`src/rtl/ciphertext_framer.sv`:
```
// Captures one serial ciphertext frame and replays it MSB-first as bytes over valid/ready.
// Define CIPHER_FRAMER_CHECKSUM_EN to append an XOR checksum byte after the data bytes.
module ciphertext_framer #(
    parameter int unsigned MSG_SIZE = 64
) (
    input  logic       clk,
    input  logic       rst,
    input  logic       ena,
    input  logic       iData_in,
    input  logic       iData_flag,
    output logic [7:0] oByte,
    output logic       oByte_valid,
    input  logic       iByte_ready,
    output logic       oLast,
    output logic       oFrame_error,
    output logic       oOverrun,
    output logic       oBusy,
    output logic [7:0] oFrame_count
);

    localparam int unsigned NB = MSG_SIZE / 8;
    localparam int unsigned CW = $clog2(MSG_SIZE) + 1;
    localparam int unsigned IW = (NB > 1) ? $clog2(NB) : 1;
`ifdef CIPHER_FRAMER_CHECKSUM_EN
    localparam bit CksumEn = 1'b1;
`else
    localparam bit CksumEn = 1'b0;
`endif

    typedef enum logic [1:0] {StIdle, StShift, StDrain, StCksum} state_e;

    state_e                state;
    logic [MSG_SIZE-1:0]   shreg;
    logic [CW-1:0]         cnt;
    logic [IW-1:0]         idx;
    logic                  flag_q;

    logic [MSG_SIZE-1:0]   sh_next;
    logic [CW-1:0]         cnt_next;
    logic [IW-1:0]         idx_inc;
    logic                  accept;
    logic                  rise;
    logic                  last_data;

    // Byte 0 is the most significant byte of the frame.
    function automatic logic [7:0] byte_at(input logic [MSG_SIZE-1:0] v, input int unsigned i);
        logic [MSG_SIZE-1:0] t;
        t = v << (8 * i);
        return t[MSG_SIZE-1 -: 8];
    endfunction

    assign sh_next   = {shreg[MSG_SIZE-2:0], iData_in};
    assign cnt_next  = cnt + CW'(1);
    assign idx_inc   = idx + IW'(1);
    assign accept    = oByte_valid && iByte_ready;
    assign rise      = iData_flag && !flag_q;
    assign last_data = (idx == IW'(NB - 1));
    assign oBusy     = (state != StIdle);

`ifdef CIPHER_FRAMER_CHECKSUM_EN
    logic [7:0] cksum;
    always_comb begin
        cksum = '0;
        for (int i = 0; i < int'(NB); i++) begin
            cksum = cksum ^ shreg[8*i +: 8];
        end
    end
`endif

    always_ff @(posedge clk) begin
        if (rst) begin
            state        <= StIdle;
            shreg        <= '0;
            cnt          <= '0;
            idx          <= '0;
            flag_q       <= 1'b0;
            oByte        <= '0;
            oByte_valid  <= 1'b0;
            oLast        <= 1'b0;
            oFrame_error <= 1'b0;
            oOverrun     <= 1'b0;
            oFrame_count <= '0;
        end else begin
            // Pulses are events: they never outlast one cycle, even if ena drops.
            oFrame_error <= 1'b0;
            oOverrun     <= 1'b0;
            if (ena) begin
                flag_q <= iData_flag;
                unique case (state)
                    StIdle, StShift: begin
                        // In IDLE a new frame needs a fresh rising edge of the flag.
                        if (iData_flag && (state == StShift || !flag_q)) begin
                            shreg <= sh_next;
                            if (cnt_next == CW'(MSG_SIZE)) begin
                                cnt         <= '0;
                                idx         <= '0;
                                state       <= StDrain;
                                oByte       <= byte_at(sh_next, 0);
                                oByte_valid <= 1'b1;
                                oLast       <= !CksumEn && (NB == 1);
                            end else begin
                                cnt   <= cnt_next;
                                state <= StShift;
                            end
                        end else if (state == StShift) begin
                            oFrame_error <= 1'b1;
                            shreg        <= '0;
                            cnt          <= '0;
                            state        <= StIdle;
                        end
                    end
                    StDrain: begin
                        if (rise) oOverrun <= 1'b1;
                        if (accept) begin
                            if (last_data) begin
`ifdef CIPHER_FRAMER_CHECKSUM_EN
                                state <= StCksum;
                                oByte <= cksum;
                                oLast <= 1'b1;
`else
                                state        <= StIdle;
                                idx          <= '0;
                                oByte_valid  <= 1'b0;
                                oLast        <= 1'b0;
                                oFrame_count <= oFrame_count + 8'd1;
`endif
                            end else begin
                                idx   <= idx_inc;
                                oByte <= byte_at(shreg, int'(idx_inc));
                                oLast <= !CksumEn && (idx_inc == IW'(NB - 1));
                            end
                        end
                    end
`ifdef CIPHER_FRAMER_CHECKSUM_EN
                    StCksum: begin
                        if (rise) oOverrun <= 1'b1;
                        if (accept) begin
                            state        <= StIdle;
                            idx          <= '0;
                            oByte_valid  <= 1'b0;
                            oLast        <= 1'b0;
                            oFrame_count <= oFrame_count + 8'd1;
                        end
                    end
`endif
                    default: state <= StIdle;
                endcase
            end
        end
    end

endmodule

```
`config.mk`:
```
export PLATFORM = sky130hd
export DESIGN_NAME = ciphertext_framer
export DESIGN_NICKNAME = d
export VERILOG_FILES = /design/src/rtl/ciphertext_framer.sv
export SDC_FILE = /design/constraint.sdc
export NUM_CORES = 1
export LEC_CHECK = 0
export CAP_MARGIN = 10
export CORE_AREA = 2 2 112 71
export CTS_BUF_LIST = sky130_fd_sc_hd__clkbuf_8
export DETAILED_ROUTE_END_ITERATION = 10
export DIE_AREA = 0 0 114 73
export GPL_TIMING_DRIVEN = 0
export PLACE_DENSITY = 0.83
export SLEW_MARGIN = 20
export SYNTH_ARGS = -nofsm -noshare
export SYNTH_HDL_FRONTEND = slang
export SYNTH_SLANG_ARGS = --single-unit
```
`constraint.sdc`:
```
create_clock -name clk -period 2.86 [get_ports clk]
set_clock_uncertainty 0.2 [all_clocks]
set_input_delay 0.572 -clock clk [delete_from_list [all_inputs] [get_ports clk]]
set_output_delay 0.572 -clock clk [all_outputs]
set_load 0.1 [all_outputs]
```
==> results of run 1 <==
[per-layer routing]
layer  GRT usage (%)  vias up  wire length (um)
met5               0        -                 0
met4            9.21        0               168
met3            8.14       20               958
met2            39.4      174              4330
met1            36.7     1731              4720
li1                -     1665                 -
[metrics by stage]
stage | util, % | setup TNS, ps | hold slack, ps | setup WS [ps]
after floorplan | - | 0 | 260 | 368
after global placement | 61.9 | -11310 | 260 | -209
after detailed placement | 61.9 | -11310 | 262 | -200
after CTS | 65.0 | 0 | 283 | 62.6
after global routing | 65.1 | -0.309 | 306 | -0.309
final | 65.1 | 0 | 282 | 111
[kinds of logic after synthesis]
kind of cell | Yosys count | share of synthesized area (%)
buf+inv | 40 | 3.72
xor+xnor | 8 | 1.65
simple gates | 152 | 16.7
fa+ha+maj | 5 | 1.48
compound gates | 102 | 17.9
flops | 97 | 45.8
mux | 34 | 12.8
[sequential cells by signal (all words and copies together) (netlist names)]
| signal | flops |
|---|---|
| idx | 3 |
| oFrame_count | 8 |
| oFrame_error | 1 |
| oLast | 1 |
| shreg | 64 |
| oOverrun | 1 |
| oByte_valid | 1 |
| cnt | 7 |
| state | 2 |
| oByte | 8 |
| flag_q | 1 |
[layout make-up]
class / instances / area (um^2) / area share, %
multi-input cells: 301 / 2140 / 44.1
well taps: 94 / 118 / 2.43
inverters: 5 / 18.8 / 0.387
flip-flops and latches: 97 / 1940 / 40.1
clock inverters: 5 / 78.8 / 1.63
repair buffers: 25 / 249 / 5.14
plain buffers: 35 / 151 / 3.12
clock buffers: 11 / 151 / 3.12
[worst max path at each step]
stage,cells after the start,endpoint,slack (ps),start
2_1_floorplan,10,oByte[3],370,idx[0]
3_3_place_gp,7,cnt[4],-210,ena
3_5_place_dp,7,shreg[20],-200,ena
4_1_cts,10,oByte[2],60,idx[0]
5_1_grt,10,oByte[1],-0.3,idx[0]
6_report,1,oFrame_count[2],110,oFrame_count[2]
[where the power goes]
group          internal (mW)  switching, mW  total (mW)
clock                  0.537          0.465        1.00
combinational         0.0297         0.0935       0.123
sequential              1.35        0.00550        1.36
total                   1.92          0.564        2.48
[cell usage after synthesis, types with 2 or more instances]
cell type	number	area, um^2
sky130_fd_sc_hd__buf_2	3	15.0
sky130_fd_sc_hd__clkbuf_1	28	105
sky130_fd_sc_hd__nand4_1	5	31.3
sky130_fd_sc_hd__nand2b_1	12	75.1
sky130_fd_sc_hd__a21oi_1	8	40.0
sky130_fd_sc_hd__mux4_2	16	360
sky130_fd_sc_hd__nand2_1	12	45.0
sky130_fd_sc_hd__a211o_1	9	78.8
sky130_fd_sc_hd__nor3_1	3	15.0
sky130_fd_sc_hd__ha_1	5	62.6
sky130_fd_sc_hd__xnor2_1	3	26.3
sky130_fd_sc_hd__mux2i_1	18	180
sky130_fd_sc_hd__o21ai_0	8	40.0
sky130_fd_sc_hd__a22oi_1	66	495
sky130_fd_sc_hd__nor2_1	90	338
sky130_fd_sc_hd__nor2b_1	4	25.0
sky130_fd_sc_hd__nand3_1	8	40.0
sky130_fd_sc_hd__or3_1	2	12.5
sky130_fd_sc_hd__nand3b_1	3	22.5
sky130_fd_sc_hd__nor4_1	3	18.8
sky130_fd_sc_hd__buf_1	3	11.3
sky130_fd_sc_hd__inv_1	5	18.8
sky130_fd_sc_hd__dfxtp_1	97	1940
sky130_fd_sc_hd__xor2_1	5	43.8
[cells in the final DEF (no fill, tap or decap), drive strengths merged, types with 9 or more instances in the layout]
cell and instances:
a211o 9, a22oi 66, clkbuf 40, clkdlybuf4s50 24
dfxtp 97, mux2i 18, mux4 16, nand2 12
nand2b 12, nor2 90, o21ai 9
==> results.txt, run 1 <==
- Buffer and inverter count on the worst path: 1
* F_max: 0.364 GHz
- After legalization and detailed placement, the total HPWL measured 7370 um.
* Worst-skew pair later-pin latency: 370 ps
- Outcome: complete, no violations
- Total count of hold-check failures in the final report: 0
- Biggest fanout along the worst timing path: 5
- Wire per inst: 17.8 um
* Crit end category: output port
- Share of the cycle needed by the critical path after routing: 96.1%
- The number of global-route vias before repair is 3321.
- Count of input and output buffers: 25
* Transition time of the tightest slew-check pin: 971 ps
- Startpoint-to-endpoint class of the critical path: reg -> out
* Syn avg cell area: 9.68 um^2
- Post-synth EDFFs: 0
* Buffer type at the clock tree root: sky130_fd_sc_hd__clkbuf_8
- Post-route ant nets: 0
* Combined area of all synthesized cells: 0.00424 mm^2
* Path class of the lowest-slack min-delay path: reg -> reg
- Worst reg2reg path depth: 10
* Number of placed cells counting well taps: 557
* Post-detailed-placement cell area: 0.00461 mm^2
- CP arrival: 1980 ps
* Non-filler cells, final: 573
- Pin count of the biggest net entering global routing: 16
* Cts bufs inserted: 9
- The post-route netlist has 9.60% of its cells at a drive strength greater than 1.
- Number of storage elements in the synthesis netlist: 97
- Detailed routing inserted a total of 3590 vias.
- Stage delay of the slowest cell on the critical path: 1170 ps
- Power density relative to cell area: 512 mW/mm^2
* Total number of yosys warnings: 0
- R2r endpoint: oByte[1]
* Peak ir drop on the vdd network: 415 uV
- Ys flop type: sky130_fd_sc_hd__dfxtp_1
* Antenna violations before repair: 0
* Number of setup violations in the final report: 0
- The smallest clock period supported by the final layout is computed as 2750 ps.
* Antenna cell count: 0
* Overall power of the completed layout: 2.48 mW
- On the critical path, the stage with the largest delay is an instance of sky130_fd_sc_hd__clkdlybuf4s50_1.
- Initial cell density of the core: 56.9%
- Global-route wire length before repair: 16600 um
- The congestion estimate from routability-driven global placement came to 0.934.
* Setup slack of the worst register-to-register path: 140 ps
* Finished layout cell area: 0.00485 mm^2
- The floorplan step set the die width to 114 um.
* Worst relative slew slack: 35.1%
* Iteration count of the initial detailed-routing pass: 5
- STA classifies the critical path startpoint as a flop.
* Vertical die dimension: 73 um
- The startpoint identified for the worst hold timing path is oByte[2].
* Aggregate global routing overflow: 0
- CTS built an H-tree with a depth of 3.
- Using the TritonRoute via totals, the vias-per-cell ratio works out to 6.27.
- The net count of the finished layout is 485.
* Worst reg2reg path startpoint: idx[0]
* CTS Hold Bufs: 0
- Along the worst hold path, the cell count comes to 2.
- Leak pwr: 1.64 nW
- Counting the fill cells in the layout gives 587.
- The floorplan has 25 rows.
- Number of distinct library cells after synthesis: 46
- Clock-pin slew was measured on the worst setup and hold paths at 90 ps.
* Max-Cap Viols: 0
* Share of synthesized area occupied by flip-flops and latches: 45.8%
* Critical path's top delay family: buffers and inverters
- Once the clock tree was built, the setup fixing pass inserted 0 buffers.
- Required time reported for the critical path endpoint: 2090 ps
* CTS Sinks: 97
- Total Routing Usage GR: 26.4%
* Synthesized netlist net count: 449
- The critical path goes through clkdlybuf4s50_1.
- The area growth from synthesis to layout is 14.4%.
- Core footprint: 0.00744 mm^2
- After clock tree synthesis, the repair step resized 3 gates.
* Post-route DRC violation count: 0
- Iteration-0 DRC count of the detailed router: 476
- Async set-or-reset flop fraction in the synthesized netlist: 0%
- The path with the worst hold slack has its endpoint at oByte[2].
- For this block, the routed nets add up to 10200 um of wire.
- Pin placement for this block handled 27 I/O pins.
- No sink is reached through more buffers than the 2 on the longest clock path.
- The die covers 0.00832 mm^2.
* Clock tree from TritonCTS: built
- Final Max Slew Viols: 0
* Cell count after synthesis: 438
Note: power is estimated with default switching activity, not from simulation.
==> run 2: changes to the inputs <==
--- a/config.mk
+++ b/config.mk
@@ -6,12 +6,12 @@
 export NUM_CORES = 1
 export LEC_CHECK = 0
 export CAP_MARGIN = 10
-export CORE_AREA = 2 2 112 71
+export CORE_AREA = 2 2 88 90
 export CTS_BUF_LIST = sky130_fd_sc_hd__clkbuf_8
 export DETAILED_ROUTE_END_ITERATION = 10
-export DIE_AREA = 0 0 114 73
+export DIE_AREA = 0 0 90 92
 export GPL_TIMING_DRIVEN = 0
-export PLACE_DENSITY = 0.83
+export PLACE_DENSITY = 0.82
 export SLEW_MARGIN = 20
 export SYNTH_ARGS = -nofsm -noshare
 export SYNTH_HDL_FRONTEND = slang
==> run 2 against run 1 <==
Cell area decreased by 0.46%. Non-clock buffer count unchanged. Sequential share of layout area increased by 0.19 points. Total power decreased by 3.8%. Via count decreased by 2.6%. Sequential power about the same. Worst setup slack got worse by 5.5 ps. Global-route usage decreased by 2.0 points. Hold slack got worse by 6.5 ps. Critical path type unchanged. Largest power group unchanged.
==> results.txt, run 2 (same netlist as run 1, synthesis figures left out) <==
- Routed via count: 3497
- Startpoint-to-endpoint class of the critical path: reg -> out
- The largest registers in the layout are shreg x64, oByte x8, oFrame_count x8.
* Max stage delay cell, worst path: sky130_fd_sc_hd__clkdlybuf4s50_1
* Stage delay of the slowest cell on the critical path: 1170 ps
* Io pins: 27
- In this run the worst path has a maximum fanout of 5.
- The die covers 0.00828 mm^2.
- The tightest min-delay check is of the reg -> reg type.
- Power density relative to cell area: 495 mW/mm^2
- Sequential standard cell area: 0.00194 mm^2
- Max-Cap Viols: 0
* Leak pwr: 1.62 nW
* Buffer and inverter count on the worst path: 1
- Crit end category: output port
* Worst relative slew slack: 34.8%
* Maximum clock path buffer count: 2
- Number of flip-flops in the largest register: 64
- Core footprint: 0.00745 mm^2
* Buffer type at the clock tree root: sky130_fd_sc_hd__clkbuf_8
- Nets: 485
- TritonCTS built the clock tree.
* CTS Sinks: 97
* Total Routing Usage GR: 24.4%
- Sequential cells account for 56.9% of the total power.
* Unrepaired setup endpoints after global routing: false
- In this run the critical register-to-register path is captured at oByte[3].
- In the final layout, the multi-input gates occupy 0.00214 mm^2.
- The run finished with clean final reports.
* Top register by number of flip-flops: shreg
* Pin count of the biggest net entering global routing: 18
* Worst-skew pair later-pin latency: 370 ps
- Fraction of final layout cells sized beyond drive strength 1: 9.60%
* Iteration count of the initial detailed-routing pass: 6
* Total count of hold-check failures in the final report: 0
* Global-route wire length before repair: 16200 um
* Switching part of the total power: 24.9%
- The number of global-route vias before repair is 3304.
- In this run the horizontal extent of the chip is 90 um.
* Vertical die dimension: 92 um
- Worst reg2reg path depth: 10
- Count of buffers added by post-CTS timing repair for setup: 0
- The setup check on the worst reg-to-reg path leaves a slack of 120 ps.
* Required time reported for the critical path endpoint: 2090 ps
- After detailed routing, the number of vias per cell comes to 6.02.
- Post-detailed-placement cell area: 0.00462 mm^2
* Startpoint of the tightest hold check path: oByte[2]
* Internal power consumption: 1.79 mW
* Switching component of the power: 0.595 mW
- Clock-pin slew was measured on the worst setup and hold paths at 100 ps.
* Most common library cell in the layout ignoring fill and taps: sky130_fd_sc_hd__dfxtp_1
* Tmin final: 2750 ps
- HPWL after detailed placement: 7030 um
* Post-Route Setup TNS: 0 ps
* Worst hold-check slack: 276 ps
- The final max-slew violation count is 0.
- On the critical path the largest part of the delay comes from buffers and inverters.
* Worst reg2reg path startpoint: idx[0]
- Cells traversed along the worst timing path: clkdlybuf4s50_1
- The count of buffers added on input and output ports is 25.
- Gate power share: 5.1%
- Post-CTS repair changed the size of 3 cells.
- Setup violations remaining at the end of the flow were counted as 0.
- Along the worst hold path, the cell count comes to 2.
- In this run, CTS created clock tree buffers numbering 9.
* Filler Cells Inserted: 606
- CP arrival: 1980 ps
* Hold Path Sink: oByte[2]
- After routing the design area is 0.00483 mm^2.
- The initial antenna violation count came to 0.
- Aggregate global routing overflow: 0
* Initial cell density of the core: 56.9%
* Iteration-0 DRC count of the detailed router: 316
- After layout, the worst path uses 96.3% of the clock period.
* Post-route ant nets: 0
* CTS HTree Levels: 3
- For this run, the top clock speed supported by timing is 0.363 GHz.
* Part of the power in the clock network: 38.0%
* Transition time of the tightest slew-check pin: 975 ps
* Post-route DRC violation count: 0
- In the final routed layout, each cell accounts on average for 16.7 um.
- Syn-to-layout area delta: 13.8%
- Most used cells in the layout excluding fill and tap cells: sky130_fd_sc_hd__dfxtp_1 (97), sky130_fd_sc_hd__nor2_1 (90), sky130_fd_sc_hd__a22oi_1 (66)
* CTS Hold Bufs: 0
* Row count: 32
- CP Launch Type: flop
* Final weighted congestion of routability-driven global placement: 0.915
* Antenna cell count: 0
- Routed wire length: 9710 um
* Peak ir drop on the vdd network: 227 uV
-- run 2: cell types whose count changed in the layout (fill, tap and decap cells not counted), sizes merged --
cell / delta
clkinvlp: -1
clkinv: +3
clkbuf: -3
inv: +1
buf: +1
bufinv: -1
-- run 2: worst max path at each step --
stage	from	endpoint	cells past startpoint
detailed placement	ena	shreg[33]	7
global route	ena	shreg[51]	7
finish	oFrame_count[2]	oFrame_count[2]	1
CTS	idx[0]	oByte[3]	10
floorplan	idx[0]	oByte[3]	10
global placement	ena	shreg[14]	7
-- run 2: layout make-up --
cell class / instances / share of cell area [%]
flip-flops and latches: 97 / 40.2
repair buffers: 25 / 5.16
clock buffers: 9 / 2.57
multi-input cells: 301 / 44.3
plain buffers: 35 / 3.06
inverters: 5 / 0.389
well taps: 102 / 2.64
clock inverters: 7 / 1.61
-- run 2: through the flow --
stage / util, % / total power, mW / instances / setup slack (ps)
global route: 64.8 / 2.47 / 581 / 18.3
floorplan: - / 1.47 / 438 / 368
finish: 64.8 / 2.39 / 581 / 106
global placement: 62.0 / 1.51 / 565 / -135
CTS: 64.8 / 2.39 / 581 / 89.4
detailed placement: 62.0 / 1.51 / 565 / -162
-- run 2: power groups by stage --
| stage | combinational [mW] | clock, mW | sequential (mW) |
|---|---|---|---|
| 4_1_cts | 0.120 | 0.909 | 1.36 |
| 5_1_grt | 0.132 | 0.975 | 1.36 |
| 3_5_place_dp | 0.120 | 0 | 1.39 |
| 6_report | 0.122 | 0.908 | 1.36 |
| 2_1_floorplan | 0.0814 | 0 | 1.39 |
| 3_3_place_gp | 0.118 | 0 | 1.39 |
-- run 2: worst reg2reg max path: stages, from the launching register on --
cell                      delay [ps]
sky130_fd_sc_hd__dfxtp_1         350
sky130_fd_sc_hd__buf_4           220
sky130_fd_sc_hd__buf_6           200
sky130_fd_sc_hd__inv_1            80
sky130_fd_sc_hd__ha_1            280
sky130_fd_sc_hd__buf_2           230
sky130_fd_sc_hd__buf_4           250
sky130_fd_sc_hd__mux4_2          340
sky130_fd_sc_hd__mux2i_1         250
sky130_fd_sc_hd__a211o_1         170
sky130_fd_sc_hd__mux2i_1          60
-- run 2: per-layer routing --
metal	GRT usage (%)	part of all wire (%)	vias up
li1	-	-	1671
met1	31.5	44	1673
met2	41.2	47	139
met3	4.11	6.8	14
met4	9.49	1.5	0
met5	0	0	-
==> run 3: changes to the inputs <==
--- a/config.mk
+++ b/config.mk
@@ -8,6 +8,7 @@
 export CAP_MARGIN = 10
 export CORE_AREA = 2 2 88 90
 export CTS_BUF_LIST = sky130_fd_sc_hd__clkbuf_8
+export CTS_CLUSTER_DIAMETER = 200
 export DETAILED_ROUTE_END_ITERATION = 10
 export DIE_AREA = 0 0 90 92
 export GPL_TIMING_DRIVEN = 0
==> constraint.sdc (replaced) <==
create_clock -name clk -period 3 [get_ports clk]
set_clock_uncertainty 0.2 [all_clocks]
set_input_delay 0.6 -clock clk [delete_from_list [all_inputs] [get_ports clk]]
set_output_delay 0.6 -clock clk [all_outputs]
set_load 0.01 [all_outputs]
==> run 3 against run 2 <==
Global-route usage unchanged. Wire length decreased by 0.41%. Via count about the same. Sequential power is 4% lower. Utilization is essentially flat. Non-clock buffer count unchanged. Worst setup slack gained 12 ps. Largest cell class unchanged. Die area stayed put. Critical path depth increased by 9.
==> results.txt, run 3 (same netlist as run 1, synthesis figures left out) <==
* Area enclosed by the die boundary: 0.00828 mm^2
- After detailed routing, the total wire length is 9670 um.
- For this run, the detailed router's first-pass iteration total came to 6.
- The repair_antennas step left the layout with diodes totalling 0.
- Detailed routing inserted a total of 3494 vias.
- Share of the cycle needed by the critical path after routing: 96.1%
- Buffer type at the clock tree root: sky130_fd_sc_hd__clkbuf_8
* Tmin final: 2880 ps
* Nets: 485
* Total count of hold-check failures in the final report: 0
- CTS Hold Bufs: 0
- Pin count of the biggest net entering global routing: 18
- The post-route netlist has 9.60% of its cells at a drive strength greater than 1.
- Along the worst path, the maximum fanout reaches 10.
- No sink is reached through more buffers than the 2 on the longest clock path.
- Summed over all layers, the global routing overflow is 0.
- The first global-routing pass estimated 16100 um of wire.
- Row count: 32
* Leak pwr: 1.62 nW
* Wire per inst: 16.6 um
- Timing would allow up to 0.347 GHz.
- Via count of the first global-routing pass: 3324
* Worst relative slew slack: 56.0%
* Non-filler cells, final: 581
- Unrepaired setup endpoints after global routing: false
- Power density relative to cell area: 470 mW/mm^2
* CTS HTree Levels: 3
- In this run the worst hold path is classified as reg -> reg.
- Compared with the post-synthesis result, the final layout area differs by 13.8%.
- After detailed routing, the number of vias per cell comes to 6.01.
- Counting every sink on the clock net gives 97.
- The HPWL after detailed placement is 7030 um.
* Initial cell density of the core: 56.9%
* Top register by number of flip-flops: shreg
- Required time reported for the critical path endpoint: 3050 ps
- Routability-driven placement finished with a final weighted congestion of 0.915.
* Filler Cells Inserted: 608
- Final standard cell utilization of the core: 64.8%
- Clock Pin Slew Worst Setup and Hold Paths: 100 ps
* Worst-skew pair later-pin latency: 370 ps
* Clock tree from TritonCTS: built
- Overall power of the completed layout: 2.27 mW
- Most common library cell in the layout ignoring fill and taps: sky130_fd_sc_hd__dfxtp_1
- In this run the count of I/O pins placed on the die edge is 27.
- Startpoint-to-endpoint class of the critical path: reg -> reg
* Crit end category: flop
- Buffers added to address setup during post-CTS repair amount to 0.
- The number of placed instances, taps included, is 565.
* Chip width: 90 um
- Peak ir drop on the vdd network: 217 uV
* Number of setup violations in the final report: 0
- The worst setup path is launched from a flop.
* Vertical die dimension: 92 um
* Count of input and output buffers: 25
- The register with the most flip-flops in the layout has 64 of them.
- The core region is 0.00745 mm^2.
* Total Routing Usage GR: 24.4%
- Cts bufs inserted: 9
- The top cell types in the final layout, fill and taps aside, are sky130_fd_sc_hd__dfxtp_1 (97), sky130_fd_sc_hd__nor2_1 (90), sky130_fd_sc_hd__a22oi_1 (66).
* Iteration-0 DRC count of the detailed router: 279
- Outcome: complete, no violations
- CP arrival: 2930 ps
* Antenna violations before repair: 0
- The final max-slew violation count was 0.
- Post-Route Setup TNS: 0 ps
- Post-route ant nets: 0
- Max-Cap Viols: 0
- In the final layout, the registers with the most flip-flops are shreg x64, oByte x8, oFrame_count x8.
- For this run, design rule violations remaining after detail routing come to 0.
* Transition time of the tightest slew-check pin: 660 ps
## run 3: cell types whose count changed in the layout (fill, tap and decap cells not counted)
cell / previous run / this run
sky130_fd_sc_hd__clkbuf_4: 0 / 2
sky130_fd_sc_hd__buf_4: 2 / 1
sky130_fd_sc_hd__buf_6: 1 / 0
sky130_fd_sc_hd__clkdlybuf4s50_1: 24 / 25
sky130_fd_sc_hd__dlygate4sd2_1: 1 / 0
## run 3: area by class of cell
type / instances / area [um^2] / share of cell area (%)
clock buffer: 9 / 124 / 2.57
inverter: 5 / 18.8 / 0.389
clock inverter: 7 / 77.6 / 1.61
timing repair buffer: 25 / 250 / 5.19
buffer: 35 / 144 / 2.98
sequential: 97 / 1940 / 40.3
multi-input combinational: 301 / 2140 / 44.4
tap: 102 / 128 / 2.65
## run 3: final timing paths
kind         slack [ps]  endpoint     start  depth (start not counted)
max                 120  oByte[3]    idx[0]                         10
min                 280  oByte[2]  oByte[2]                          2
max reg2reg         120  oByte[3]    idx[0]                         10
min reg2reg         280  oByte[2]  oByte[2]                          2
## run 3: power breakdown
group / leakage, nW / switching, mW / internal, mW
combinational: 0.736 / 0.0815 / 0.0287
clock: 0.100 / 0.468 / 0.392
sequential: 0.782 / 0.00541 / 1.29
## run 3: stage by stage
step | instance area, um^2 | hold WS (ps) | setup WS, ps
global route | 4820 | 301 | 22.6
finish | 4820 | 276 | 118
detailed placement | 4620 | 268 | -49.9
global placement | 4620 | 258 | -23.3
floorplan | 4240 | 260 | 508
CTS | 4820 | 282 | 33.0
## run 3: timing repair
item	CTS	global route
setup endpoints to repair	0	6
gates resized for setup	0	2
endpoints found under the hold margin	0	0
## run 3: routing by layer
layer  GRT usage [%]  vias up  wire length (um)
met1            31.5     1659              4240
met5               0        -                 0
met3            4.11       19               640
met4            10.8        0               193
met2            40.6      144              4600
li1                -     1672                 -
## run 3: worst max-delay path, stage by stage, from the launching register on
cell	delay [ps]
sky130_fd_sc_hd__dfxtp_1	350
sky130_fd_sc_hd__clkbuf_4	250
sky130_fd_sc_hd__buf_4	250
sky130_fd_sc_hd__inv_1	80
sky130_fd_sc_hd__ha_1	280
sky130_fd_sc_hd__buf_2	230
sky130_fd_sc_hd__clkbuf_4	280
sky130_fd_sc_hd__mux4_2	350
sky130_fd_sc_hd__mux2i_1	260
sky130_fd_sc_hd__a211o_1	170
sky130_fd_sc_hd__mux2i_1	60
